--- src/rtl/subleq_pkg.sv ---
// Shared types and constants for the SUBLEQ sequencer.
package subleq_pkg;

    localparam int          DATA_W_DEF    = 16;
    localparam logic [15:0] HALT_ADDR_DEF = 16'hFFFF;
    localparam int          INSTR_LEN     = 3;

    typedef enum logic [2:0] {
        IDLE,
        FETCH_A,
        FETCH_B,
        FETCH_C,
        READ_A,
        READ_B,
        WRITE,
        HALT
    } state_t;

endpackage

--- src/rtl/subleq_alu.sv ---
// Subtract-and-test unit: diff = b - a (wrapping), leq when diff is <= 0 as a signed value.
module subleq_alu #(
    parameter int DATA_W = 16
) (
    input  logic [DATA_W-1:0] b,
    input  logic [DATA_W-1:0] a,
    output logic [DATA_W-1:0] diff,
    output logic              leq
);

    assign diff = b - a;
    assign leq  = diff[DATA_W-1] | (diff == '0);

endmodule

--- src/rtl/subleq_control.sv ---
// SUBLEQ instruction sequencer: fetches A/B/C, computes mem[B]-mem[A], writes it back and branches.
module subleq_control
    import subleq_pkg::*;
#(
    parameter int                DATA_W    = DATA_W_DEF,
    parameter logic [DATA_W-1:0] RESET_PC  = '0,
    parameter logic [DATA_W-1:0] HALT_ADDR = DATA_W'(HALT_ADDR_DEF)
) (
    input  logic              clk,
    input  logic              rst_n,
    input  logic              start,
    input  logic [DATA_W-1:0] mem_rdata,
    output logic [DATA_W-1:0] mem_addr,
    output logic [DATA_W-1:0] mem_wdata,
    output logic              mem_we,
    output logic              mem_re,
    output logic [DATA_W-1:0] pc,
    output logic              busy,
    output logic              halted
);

    state_t state_reg, state_next;
    logic [DATA_W-1:0] pc_reg, pc_next;
    logic [DATA_W-1:0] a_reg, a_next;
    logic [DATA_W-1:0] b_reg, b_next;
    logic [DATA_W-1:0] c_reg, c_next;
    logic [DATA_W-1:0] opa_reg, opa_next;
    logic [DATA_W-1:0] res_reg, res_next;

    logic [DATA_W-1:0] alu_b, alu_a, alu_diff;
    logic              alu_leq;

    subleq_alu #(.DATA_W(DATA_W)) u_alu (
        .b    (alu_b),
        .a    (alu_a),
        .diff (alu_diff),
        .leq  (alu_leq)
    );

    always_comb begin
        state_next = state_reg;
        pc_next    = pc_reg;
        a_next     = a_reg;
        b_next     = b_reg;
        c_next     = c_reg;
        opa_next   = opa_reg;
        res_next   = res_reg;
        mem_addr   = '0;
        mem_wdata  = '0;
        mem_we     = 1'b0;
        mem_re     = 1'b0;
        // Outside READ_B the ALU sees res - 0, which gives the branch test in WRITE.
        alu_b      = res_reg;
        alu_a      = '0;

        case (state_reg)
            IDLE, HALT: begin
                if (start) begin
                    state_next = FETCH_A;
                    pc_next    = RESET_PC;
                end
            end
            FETCH_A: begin
                mem_addr   = pc_reg;
                mem_re     = 1'b1;
                a_next     = mem_rdata;
                state_next = FETCH_B;
            end
            FETCH_B: begin
                mem_addr   = pc_reg + DATA_W'(1);
                mem_re     = 1'b1;
                b_next     = mem_rdata;
                state_next = FETCH_C;
            end
            FETCH_C: begin
                mem_addr   = pc_reg + DATA_W'(2);
                mem_re     = 1'b1;
                c_next     = mem_rdata;
                state_next = READ_A;
            end
            READ_A: begin
                mem_addr   = a_reg;
                mem_re     = 1'b1;
                opa_next   = mem_rdata;
                state_next = READ_B;
            end
            READ_B: begin
                mem_addr   = b_reg;
                mem_re     = 1'b1;
                alu_b      = mem_rdata;
                alu_a      = opa_reg;
                res_next   = alu_diff;
                state_next = WRITE;
            end
            WRITE: begin
                mem_addr  = b_reg;
                mem_wdata = res_reg;
                mem_we    = 1'b1;
                if (alu_leq && (c_reg == HALT_ADDR)) begin
                    pc_next    = HALT_ADDR;
                    state_next = HALT;
                end else if (alu_leq) begin
                    pc_next    = c_reg;
                    state_next = FETCH_A;
                end else begin
                    pc_next    = pc_reg + DATA_W'(INSTR_LEN);
                    state_next = FETCH_A;
                end
            end
            default: state_next = IDLE;
        endcase
    end

    always_ff @(posedge clk or negedge rst_n) begin
        if (!rst_n) begin
            state_reg <= IDLE;
            pc_reg    <= RESET_PC;
            a_reg     <= '0;
            b_reg     <= '0;
            c_reg     <= '0;
            opa_reg   <= '0;
            res_reg   <= '0;
        end else begin
            state_reg <= state_next;
            pc_reg    <= pc_next;
            a_reg     <= a_next;
            b_reg     <= b_next;
            c_reg     <= c_next;
            opa_reg   <= opa_next;
            res_reg   <= res_next;
        end
    end

    assign pc     = pc_reg;
    assign busy   = (state_reg != IDLE) && (state_reg != HALT);
    assign halted = (state_reg == HALT);

endmodule
--- config.mk ---
export PLATFORM = sky130hd
export DESIGN_NAME = subleq_control
export DESIGN_NICKNAME = d
export VERILOG_FILES = /design/src/rtl/subleq_pkg.sv /design/src/rtl/subleq_alu.sv /design/src/rtl/subleq_control.sv
export SDC_FILE = /design/constraint.sdc
export NUM_CORES = 1
export LEC_CHECK = 0
export ABC_AREA = 1
export BUFFER_PORTS_ARGS = -buffer_cell sky130_fd_sc_hd__buf_4
export CORE_ASPECT_RATIO = 1.4
export CORE_MARGIN = 2
export CORE_UTILIZATION = 56
export DETAILED_ROUTE_END_ITERATION = 10
export MAX_ROUTING_LAYER = met4
export PLACE_DENSITY = 0.77
export SLEW_MARGIN = 10
export SYNTH_ARGS = -nofsm -noshare
export SYNTH_HDL_FRONTEND = slang
export SYNTH_SLANG_ARGS = --single-unit
--- constraint.sdc ---
create_clock -name clk -period 3.7 [get_ports clk]
set_input_delay 0.74 -clock clk [delete_from_list [all_inputs] [get_ports clk]]
set_output_delay 0.74 -clock clk [all_outputs]
set_load 0.005 [all_outputs]
==> results.sh <==
export IMPL_vias_per_cell=5.593
export IMPL_clk_insertion_delay_late_ns=0.35
export IMPL_synthSimpleGateAreaFrac_pct=31.20
export IMPL_cts_sinks=99
export IMPL_tns_ns=0
export IMPL_synthesis_nets=996
export IMPL_max_freq_mhz=283.2
export IMPL_grt_max_degree=65
export IMPL_ys_flop_type="dfrtp_1"
export IMPL_p_total_mw=7.315
export IMPL_wirelength_um=19240
export IMPL_seq_area_frac_synth_pct=38.02
export IMPL_placed_area_um2=7232
export IMPL_start_util_pct=57.47
export IMPL_final_nets=1065
export IMPL_clkTransAtPathRegs_ns=0.07
export IMPL_pre_cts_ws_ns=0.3310
export IMPL_place_inst=1158
export IMPL_yosys_area_share_xor_xnor_pct=2.304
export IMPL_cp_cell_sequence="inv_2 -> ha_1 -> nor3_2 -> inv_1 -> o41ai_1 -> inv_1 -> buf_4"
export IMPL_core_area_um2=11340
export IMPL_dieArea_um2=12530
export IMPL_std_cell_rows=46
export IMPL_synth_adder_area_share_pct=4.147
export IMPL_wl_met2_um=9583
export IMPL_min_period_ns=3.531
export IMPL_cts_root_buf="clkbuf_16"
export IMPL_num_io_pins=71
export IMPL_syn_area_um2=6516
export IMPL_holdWs_ns=0.4790
export IMPL_endpoint_kind="primary output"
export IMPL_yosysWarnings=0
export IMPL_synth_ff_latch_count=99
export IMPL_synth_async_reset_ratio_pct=100.0
export IMPL_postCtsSetupRepairBufs=0
export IMPL_cts_buffers=9
export IMPL_hold_path_class="in -> async"
export IMPL_finClkSkew_ns=0.009643
export IMPL_drtAntennaViolNets=0
export IMPL_hpwl_um=14520
export IMPL_power_density_nw_per_um2=968.9
export IMPL_cts_hold_buf=0
export IMPL_max_cap_violations=0
export IMPL_path_class="reg -> out"
export IMPL_drt_met1_wl_um=7674
export IMPL_vias=6566
export IMPL_clock_path_buffers=2
export IMPL_gp_congestion=1.002
export IMPL_die_h_um=131.6
export IMPL_cts_resized_gates=0
export IMPL_wl_met3_um=1162
export IMPL_grt_pass1_vias=6114
export IMPL_drv_slew=0
export IMPL_drc=0
export IMPL_drtPass1Iterations=6
export IMPL_synth_edf_count=0
export IMPL_tightest_slew_ns=0.9713
export IMPL_drtIter0Drc=479
export IMPL_cts_tree="yes"
export IMPL_die_w_um=95.17
export IMPL_peakVddDrop_uv=461.3
export IMPL_track_usage_pct=32.69
export IMPL_hold_violations=0
export IMPL_relSlewSlack_pct=34.90
export IMPL_grt_pass1_wl_um=30780
export IMPL_h_tree_depth=3
export IMPL_fin_cells=1174
export IMPL_io_buffers=70
export IMPL_cp_slowest_cell="nor3_2"
export IMPL_routed_top_layer="met4"
export IMPL_outcome="complete, no violations"
export IMPL_setup_violations=0
export IMPL_antenna_found_initial=0
export IMPL_fin_ws_ns=0.1694
export IMPL_path_max_fanout=10
export IMPL_wl_per_cell_um=16.39
export IMPL_rsz0062_at_grt="no"
export IMPL_critPathMaxStageDelay_ns=0.79
export IMPL_grt_ovfl_total=0
export IMPL_antenna_cells=0
export IMPL_drive_gt1_share_pct=12.52
export IMPL_synthMuxAreaShare_pct=0
export IMPL_fin_crit_sh_pct=95.42
export IMPL_synth_compound_area_share_pct=14.65
export IMPL_synth_top_family_by_area="simple AND/OR/NAND/NOR gates"
export IMPL_crit_top_cell="inv_1"
export IMPL_power_leakage_nw=3.928
export IMPL_cp_arrival_ns=2.79
export IMPL_fin_area_um2=7550
export IMPL_yosysUniqueCellTypes=48
export IMPL_num_fill_cells=1034
export IMPL_start_kind="flop"
export IMPL_postSynthCellCount=956
export IMPL_area_delta_synth_final_pct=15.86
export IMPL_fin_util_pct=66.59
export IMPL_avgSynthCellArea_um2=6.816
export IMPL_required_ns=2.96
==> kinds of logic (layout without fill, tap and decap cells) <==
| kind of cell | count (synthesis) | count (layout) |
|---|---|---|
| AND/OR/NAND/NOR | 488 | 488 |
| AO/OA/AOI/OAI | 170 | 170 |
| buffers and inverters | 163 | 237 |
| flip-flops | 99 | 99 |
| adder cells (fa/ha/maj) | 21 | 21 |
| XOR/XNOR | 15 | 15 |
==> where the power goes <==
group | switching [mW] | internal (mW)
combinational | 2.76 | 1.56
clock | 0.427 | 0.532
sequential | 0.440 | 1.60
==> worst max-delay path, delay by kind of cell (launching register included) <==
family                     cells  cell delay (ns)
adders and majority gates      1             0.22
AOI/OAI and AO/OA              1             0.17
buffers and inverters          4             0.82
and+or+nand+nor                1             0.79
DFF                            1             0.44
==> final timing paths <==
path | cells after the start | startpoint | endpoint | slack (ns)
worst max-delay path | 7 | state_reg[2] | mem_addr[4] | 0.17
worst min-delay path | 1 | rst_n | pc[3] | 0.48
worst max register to register | 22 | state_reg[1] | pc[5] | 0.31
worst min register to register | 2 | b_reg[10] | b_reg[10] | 0.49
max in group asynchronous | 2 | rst_n | res_reg[7] | 2.44
min in group clk | 2 | b_reg[10] | b_reg[10] | 0.49
==> synthesized netlist by cell type (4+ instances only) <==
cell type,n,area share (%)
inv_2,5,0.29
nand3_1,59,4.5
clkbuf_1,23,1.3
nand2_1,317,18
nand4_1,10,0.96
o21ai_0,115,8.8
dfrtp_1,99,38
a22o_1,4,0.54
inv_1,124,7.1
a31oi_1,6,0.58
nor2_2,4,0.38
and2_1,4,0.38
xor2_1,13,1.7
nor2_1,72,4.1
nor3_1,9,0.69
buf_2,4,0.31
ha_1,20,3.8
a221oi_1,7,0.94
a21oi_1,22,1.7
==> layout by cell type, fill, tap and decap left out, drive strengths merged, types with 2 or more instances in the layout <==
cell	netlist	final
a221oi	7	7
a22o	4	4
a21oi	23	23
nand3	60	60
nand2	321	321
nor3	10	10
buf	8	89
xor2	13	13
a32oi	2	2
clkinvlp	0	3
nor2	77	77
xnor2	2	2
ha	20	20
and2	4	4
or2	3	3
clkinv	2	2
a31oi	6	6
o311ai	2	2
inv	130	132
dfrtp	99	99
clkbuf	23	10
nand4	10	10
o21ai	115	115
a41oi	3	3
nand3b	2	2
==> final cells by class <==
type	instances	area (um2)	area share (%)
clock inverters	6	72.57	0.9612
well taps	144	180.2	2.386
clock buffers	10	229.0	3.033
inverters	132	500.5	6.629
repair buffers	89	668.1	8.850
flip-flops and latches	99	2480	32.85
multi-input cells	694	3420	45.29
==> per-layer routing <==
layer | up-vias | track usage (%)
li1 | 3218 | -
met1 | 3018 | 40.37
met2 | 277 | 53.29
met3 | 53 | 3.612
met4 | 0 | 14.73
met5 | - | -
No activity file was read; power rests on OpenSTA's default activity.
